### src/rtl/ps2_pkg.sv
// Shared PS/2 definitions: transmitter FSM states, command/response bytes, frame builder.
// Used by the host transmitter and the receiver.
package ps2_pkg;

  typedef enum logic [2:0] {
    StIdle,
    StInhibit,
    StRts,
    StWait1,
    StShift,
    StWaitIdle,
    StDone,
    StFail
  } tx_state_e;

  localparam logic [7:0] CMD_SET_LEDS = 8'hED;
  localparam logic [7:0] CMD_ECHO     = 8'hEE;
  localparam logic [7:0] CMD_ENABLE   = 8'hF4;
  localparam logic [7:0] CMD_RESET    = 8'hFF;

  localparam logic [7:0] RSP_ACK      = 8'hFA;
  localparam logic [7:0] RSP_BAT_OK   = 8'hAA;
  localparam logic [7:0] RSP_ERR      = 8'hFC;
  localparam logic [7:0] RSP_RESEND   = 8'hFE;

  // {stop, odd parity, data}; shifted out LSB first
  function automatic logic [9:0] tx_frame(input logic [7:0] data);
    return {1'b1, ~^data, data};
  endfunction

endpackage

### src/rtl/ps2_host_tx_if.sv
// Command-side handshake and open-drain pad signals of the PS/2 host transmitter.
interface ps2_host_tx_if;
  logic [7:0] tx_data;
  logic       tx_start;
  logic       tx_busy;
  logic       tx_done;
  logic       tx_error;
  logic       rx_inhibit;
  logic       ps2_clk_in;
  logic       ps2_data_in;
  logic       ps2_clk_oe;
  logic       ps2_data_oe;

  // master: command logic plus pad environment; slave: the transmitter
  modport master (
    output tx_data, tx_start, ps2_clk_in, ps2_data_in,
    input  tx_busy, tx_done, tx_error, rx_inhibit, ps2_clk_oe, ps2_data_oe
  );

  modport slave (
    input  tx_data, tx_start, ps2_clk_in, ps2_data_in,
    output tx_busy, tx_done, tx_error, rx_inhibit, ps2_clk_oe, ps2_data_oe
  );
endinterface

### src/rtl/ps2_line_sync.sv
// Two-flop synchronizer for the PS/2 clock and data pads plus a falling-edge strobe on clock.
module ps2_line_sync (
  input  logic clk,
  input  logic rst,
  input  logic clk_in,
  input  logic data_in,
  output logic clk_s,
  output logic data_s,
  output logic fall
);

  logic [1:0] clk_sync_q;
  logic [1:0] data_sync_q;
  logic       clk_prev_q;

  // Reset to the idle-high bus level so no spurious edge appears after reset
  always_ff @(posedge clk or posedge rst) begin
    if (rst) begin
      clk_sync_q  <= 2'b11;
      data_sync_q <= 2'b11;
      clk_prev_q  <= 1'b1;
    end else begin
      clk_sync_q  <= {clk_sync_q[0], clk_in};
      data_sync_q <= {data_sync_q[0], data_in};
      clk_prev_q  <= clk_sync_q[1];
    end
  end

  assign clk_s  = clk_sync_q[1];
  assign data_s = data_sync_q[1];
  assign fall   = clk_prev_q & ~clk_sync_q[1];

endmodule

### src/rtl/ps2_host_tx.sv
// PS/2 host-to-device transmitter: inhibit, request-to-send, device-clocked frame, ACK check.
module ps2_host_tx
  import ps2_pkg::*;
#(
  parameter int unsigned INHIBIT_CYCLES = 12000,
  parameter int unsigned START_TIMEOUT  = 1_500_000,
  parameter int unsigned XFER_TIMEOUT   = 200_000
) (
  input logic           clk,
  input logic           rst,
  ps2_host_tx_if.slave  bus
);

  localparam int unsigned MaxA     = (INHIBIT_CYCLES > XFER_TIMEOUT) ? INHIBIT_CYCLES : XFER_TIMEOUT;
  localparam int unsigned MaxCount = (START_TIMEOUT > MaxA) ? START_TIMEOUT : MaxA;
  localparam int unsigned TimerW   = $clog2(MaxCount + 1);

  localparam logic [TimerW-1:0] InhibitLast = TimerW'(INHIBIT_CYCLES - 1);
  localparam logic [TimerW-1:0] StartLast   = TimerW'(START_TIMEOUT - 1);
  localparam logic [TimerW-1:0] XferLast    = TimerW'(XFER_TIMEOUT - 1);

  tx_state_e         state_q, state_d;
  logic [9:0]        sh_q, sh_d;
  logic [3:0]        cnt_q, cnt_d;
  logic [TimerW-1:0] timer_q, timer_d;
  logic              drive_q, drive_d;

  logic clk_s, data_s, fall;

  ps2_line_sync u_sync (
    .clk     (clk),
    .rst     (rst),
    .clk_in  (bus.ps2_clk_in),
    .data_in (bus.ps2_data_in),
    .clk_s   (clk_s),
    .data_s  (data_s),
    .fall    (fall)
  );

  always_ff @(posedge clk or posedge rst) begin
    if (rst) begin
      state_q <= StIdle;
      sh_q    <= '0;
      cnt_q   <= '0;
      timer_q <= '0;
      drive_q <= 1'b0;
    end else begin
      state_q <= state_d;
      sh_q    <= sh_d;
      cnt_q   <= cnt_d;
      timer_q <= timer_d;
      drive_q <= drive_d;
    end
  end

  always_comb begin
    state_d = state_q;
    sh_d    = sh_q;
    cnt_d   = cnt_q;
    timer_d = timer_q + TimerW'(1);
    drive_d = drive_q;
    unique case (state_q)
      StIdle: begin
        timer_d = '0;
        if (bus.tx_start) begin
          sh_d    = tx_frame(bus.tx_data);
          cnt_d   = '0;
          state_d = StInhibit;
        end
      end
      StInhibit: if (timer_q >= InhibitLast) state_d = StRts;
      StRts: begin
        timer_d = '0;
        state_d = StWait1;
      end
      StWait1: begin
        if (fall) begin
          drive_d = ~sh_q[0];
          sh_d    = {1'b1, sh_q[9:1]};
          cnt_d   = 4'd1;
          timer_d = '0;
          state_d = StShift;
        end else if (timer_q >= StartLast) begin
          state_d = StFail;
        end
      end
      StShift: begin
        // 11th falling edge: device pulls data low to acknowledge
        if (fall && cnt_q == 4'd10) begin
          drive_d = 1'b0;
          state_d = data_s ? StFail : StWaitIdle;
        end else if (fall) begin
          drive_d = ~sh_q[0];
          sh_d    = {1'b1, sh_q[9:1]};
          cnt_d   = cnt_q + 4'd1;
        end else if (timer_q >= XferLast) begin
          state_d = StFail;
        end
      end
      StWaitIdle: begin
        if (clk_s && data_s) state_d = StDone;
        else if (timer_q >= XferLast) state_d = StFail;
      end
      default: state_d = StIdle;
    endcase
  end

  always_comb begin
    bus.ps2_clk_oe  = 1'b0;
    bus.ps2_data_oe = 1'b0;
    bus.tx_done     = 1'b0;
    bus.tx_error    = 1'b0;
    bus.tx_busy     = (state_q != StIdle);
    bus.rx_inhibit  = (state_q != StIdle);
    unique case (state_q)
      StInhibit: bus.ps2_clk_oe = 1'b1;
      StRts: begin
        bus.ps2_clk_oe  = 1'b1;
        bus.ps2_data_oe = 1'b1;
      end
      StWait1: bus.ps2_data_oe = 1'b1;
      StShift: bus.ps2_data_oe = drive_q;
      StDone:  bus.tx_done = 1'b1;
      StFail: begin
        bus.tx_done  = 1'b1;
        bus.tx_error = 1'b1;
      end
      default: ;
    endcase
  end

endmodule

### src/flat_wrapper.sv
// flat-port wrapper written by rule: the top's interface ports become plain ports
module ps2_host_tx_flat import ps2_pkg::*;
#(
  parameter int unsigned INHIBIT_CYCLES = 12000,
  parameter int unsigned START_TIMEOUT  = 1_500_000,
  parameter int unsigned XFER_TIMEOUT   = 200_000
)
  (clk, rst, bus_tx_data, bus_tx_start, bus_ps2_clk_in, bus_ps2_data_in, bus_tx_busy, bus_tx_done, bus_tx_error, bus_rx_inhibit, bus_ps2_clk_oe, bus_ps2_data_oe);
  ps2_host_tx_if bus_i ();
  input logic clk;
  input logic rst;
  input wire logic [$bits(bus_i.tx_data)-1:0] bus_tx_data;
  input wire logic [$bits(bus_i.tx_start)-1:0] bus_tx_start;
  input wire logic [$bits(bus_i.ps2_clk_in)-1:0] bus_ps2_clk_in;
  input wire logic [$bits(bus_i.ps2_data_in)-1:0] bus_ps2_data_in;
  output wire logic [$bits(bus_i.tx_busy)-1:0] bus_tx_busy;
  output wire logic [$bits(bus_i.tx_done)-1:0] bus_tx_done;
  output wire logic [$bits(bus_i.tx_error)-1:0] bus_tx_error;
  output wire logic [$bits(bus_i.rx_inhibit)-1:0] bus_rx_inhibit;
  output wire logic [$bits(bus_i.ps2_clk_oe)-1:0] bus_ps2_clk_oe;
  output wire logic [$bits(bus_i.ps2_data_oe)-1:0] bus_ps2_data_oe;
  assign bus_i.tx_data = bus_tx_data;
  assign bus_i.tx_start = bus_tx_start;
  assign bus_i.ps2_clk_in = bus_ps2_clk_in;
  assign bus_i.ps2_data_in = bus_ps2_data_in;
  assign bus_tx_busy = bus_i.tx_busy;
  assign bus_tx_done = bus_i.tx_done;
  assign bus_tx_error = bus_i.tx_error;
  assign bus_rx_inhibit = bus_i.rx_inhibit;
  assign bus_ps2_clk_oe = bus_i.ps2_clk_oe;
  assign bus_ps2_data_oe = bus_i.ps2_data_oe;
  ps2_host_tx #(.INHIBIT_CYCLES(INHIBIT_CYCLES), .START_TIMEOUT(START_TIMEOUT), .XFER_TIMEOUT(XFER_TIMEOUT)) u_core (.clk(clk), .rst(rst), .bus(bus_i));
endmodule
### config.mk
export PLATFORM = sky130hd
export DESIGN_NAME = ps2_host_tx_flat
export DESIGN_NICKNAME = d
export VERILOG_FILES = /design/src/rtl/ps2_pkg.sv /design/src/rtl/ps2_host_tx_if.sv /design/src/rtl/ps2_line_sync.sv /design/src/rtl/ps2_host_tx.sv /design/src/flat_wrapper.sv
export SDC_FILE = /design/constraint.sdc
export NUM_CORES = 1
export LEC_CHECK = 0
export ABC_AREA = 1
export ABC_CLOCK_PERIOD_IN_PS = 2100
export CORE_AREA = 2 2 82 103
export CTS_CLUSTER_DIAMETER = 120
export DETAILED_ROUTE_END_ITERATION = 7
export DIE_AREA = 0 0 84 105
export PLACE_DENSITY_LB_ADDON = 0.1
export SYNTH_ARGS = -nofsm -noshare
export SYNTH_HDL_FRONTEND = slang
export SYNTH_SLANG_ARGS = --single-unit
### constraint.sdc
create_clock -name clk -period 2.1 [get_ports clk]
set_clock_uncertainty 0.05 [all_clocks]
set_input_delay 0.42 -clock clk [delete_from_list [all_inputs] [get_ports clk]]
set_output_delay 0.42 -clock clk [all_outputs]
set_load 0.05 [all_outputs]
==> metrics <==
outcome finished clean; XOR/XNOR share of the synthesized area 2.943%; post-synth net total a little under 400; number of H-tree branching levels 2; top area cells in the synthesized netlist sky130_fd_sc_hd__dfrtp_1, sky130_fd_sc_hd__nand2_1, sky130_fd_sc_hd__nor2_1, sky130_fd_sc_hd__inv_1, sky130_fd_sc_hd__dfstp_2; final critical-path required period 1.935 ns; synthesized instance count 374; Antenna Violating Nets Remaining 0; Sink Count 44; cell-by-cell listing of the critical path nor2_2 > nand2_2 > inv_4 > nand2_1 > o21ai_2 > buf_12; top-level port count 19; crit path launch type flop; Static Leak 1.404 nW; cell area after technology mapping 2679 um2; routed via count about 2400; Final setup violation count 0; Worst-path clk slew 0.09 ns; register bit total from synthesis 44; number of buffers created by CTS 5; routability-driven placement congestion ratio 0.8833; final net count approximately 410; endpoints failing hold 0; peak fanout along the critical path 6; first-iteration detailed-routing DRC count 95; post-detailed-route wirelength per cell 13.38 um; GRT Resource Usage Total between 10% and 20%; main combinational cell family by area after synthesis simple AND/OR/NAND/NOR gates; compound-cell area share of the yosys netlist 13.03%; post-synthesis share of cell area spent on full adders, half adders and majority gates ~1.4%; CP delay by family, top flip-flops; per-cell via count in the routed design 4.886; Die Outline Area 8820 um2; CTS tree done; sum of buffers and inverters on the critical path 2; share of the clock period used by the worst path 92.13%; length of routed wiring on met1 2923 um; Clk Latency, worst-skew pair 0.30 ns; fraction of synthesized cell area taken by the top area cell type 36.43%; final wirelength 6597 um; antenna violations before repair 0; Die W ~84 um; routed length on met3 177 um; part of the Yosys area used for sequential elements 41.34%; class of the tightest hold or removal check flop to flop; multiplexer fraction of the synthesized cell area 0%; maximum ir drop on the vdd rail 0.0004976 V; quantity of hold-fixing buffers added after cts 0; max-slew violation count 0; mean area per synthesized cell 7.163 um2; die boundary height 105 um; # rows 36; critical path arrival 1.46 ns; DRC violations left 0; Setup TNS 0 ns; number of enable-type register cells in the synthesized netlist 0; Pre-antenna DRT Iters 4; vias in the first global route between 2000 and 2500; critical path capture point type output port; synthesis-to-layout area growth 15.83%; Core Region 7792 um2; Starting Density 34.38%; Main synth FF type sky130_fd_sc_hd__dfrtp_1; overflow left after global routing 0; most numerous cell in the Yosys netlist sky130_fd_sc_hd__nand2_1; Worst EP required about 1.6 ns; global-route wire length before repair 11590 um; Overall Power 3.316 mW; estimated wirelength of the detail-placed design 5101 um; routed wire length on met2 3351 um; timing-limited maximum frequency 0.5169 GHz; crit-path max cell delay 0.45 ns; yosys synthesis warning count 0; number of buffers on the longest clock path 2; proportion of layout cells with a drive suffix above 1 11.81%; Worst Tran Pin Value about 0.36 ns; remaining max-slew budget at the tightest pin between 70% and 80%; maximum number of pins on one net before global-route repair 28; start-to-end type of the worst setup path flop to output port; RSZ-0062 raised after global routing no; number of input and output port buffers inserted 18; top routing layer in use met4; cell taking the most area after synthesis sky130_fd_sc_hd__dfrtp_1; most numerous cell types in the synthesized netlist sky130_fd_sc_hd__nand2_1, sky130_fd_sc_hd__nor2_1, sky130_fd_sc_hd__inv_1; max-capacitance violation count 0; simple-gate area share of the yosys netlist between 30% and 40%; diodes inserted 0; number of distinct library cell variants in the gate-level netlist after synthesis 33; Pwr per Cell Area 1069 nW/um2; cell chosen for the clock root sky130_fd_sc_hd__clkbuf_8; cell at the slowest stage of the critical path sky130_fd_sc_hd__dfrtp_2; asr flop ratio synth 100.0%
final timing paths:
kind / startpoint / to / slack [ns] / depth (start not counted)
setup / recovery: u_core.state_q[0]$_DFFE_PP0P_ / bus_ps2_data_oe / 0.17 / 6
hold / removal: u_core.u_sync.data_sync_q[0]$_DFF_PP1_ / u_core.u_sync.data_sync_q[1]$_DFF_PP1_ / 0.31 / 0
setup reg to reg: u_core.timer_q[0]$_DFF_PP0_ / u_core.timer_q[20]$_DFF_PP0_ / 0.27 / 10
hold reg to reg: u_core.u_sync.data_sync_q[0]$_DFF_PP1_ / u_core.u_sync.data_sync_q[1]$_DFF_PP1_ / 0.31 / 0
max in group asynchronous: rst / u_core.u_sync.data_sync_q[1]$_DFF_PP1_ / 1.24 / 3
min in group asynchronous: rst / u_core.timer_q[11]$_DFF_PP0_ / 0.40 / 3
cells by family after synthesis:
group | Yosys count
AOI/OAI and AO/OA | 60
DFF | 44
buffers and inverters | 56
adders and majority gates | 3
and+or+nand+nor | 202
xor gates and xnor gates | 9
layout by cell type (no fill, tap or decap), drive strengths merged:
master         synthesis  routed
nand2                 99      99
clkinv                 0       1
xnor2                  6       6
nand4                  5       5
dfstp                  5       5
nor2                  61      61
clkdlybuf4s50          0      12
or2                    1       1
nand3b                 1       1
inv                   48      48
a211oi                 1       1
a311oi                 1       1
a21oi                 20      20
buf                    7      12
clkbuf                 1       6
ha                     3       3
o21a                   1       1
dfrtp                 39      39
nand3                 20      20
o31ai                  4       4
bufinv                 0       1
o211ai                 6       6
o21ai                 25      25
nor3                  14      14
a31oi                  2       2
nor3b                  1       1
xor2                   3       3
state kept, by name (all words and copies together) (netlist names):
register and cells:
u_core.cnt_q 4, u_core.drive_q 1, u_core.sh_q 10, u_core.state_q 3
u_core.timer_q 21, u_core.u_sync.clk_prev_q 1, u_core.u_sync.clk_sync_q 2, u_core.u_sync.data_sync_q 2
metrics by stage:
step / setup WS [ns] / area (um2) / hold WS, ns / cells / utilization [%]
2_1_floorplan: 0.05000 / 2679 / 0.2952 / 374 / -
3_3_place_gp: 0.2412 / 2978 / 0.2954 / 485 / 38.21
3_5_place_dp: 0.2057 / 2978 / 0.2997 / 485 / 38.21
4_1_cts: 0.009500 / 3090 / 0.3125 / 493 / 39.66
5_1_grt: 0.004544 / 3103 / 0.3160 / 493 / 39.82
6_report: 0.1652 / 3103 / 0.3107 / 493 / 39.82
metal layers:
metal / vias up / track usage (%)
li1: 1248 / -
met1: 1110 / 19.53
met2: 42 / 29.66
met3: 9 / 2.844
met4: 0 / 5.530
met5: - / 0
power by group:
part / switching [mW] / internal (mW) / total, mW
registers: 0.113 / 1.02 / 1.13
clock network: 0.311 / 0.354 / 0.665
logic: 0.981 / 0.537 / 1.52
repair_timing:
action                     CTS  global route
pin swaps                    0             0
setup buffers                0             0
gates resized for setup      2             6
setup endpoints to repair    2             2
layout make-up:
type / instances / area (um2)
Multi-Input combinational cell: 274 / 1336
Timing Repair Buffer: 24 / 247.7
Inverter: 48 / 182.7
Clock inverter: 2 / 35.03
Sequential cell: 44 / 1110
Fill cell: 837 / 4690
Clock buffer: 6 / 72.57
Tap cell: 95 / 118.9
Note: power is estimated with default switching activity, not from simulation.
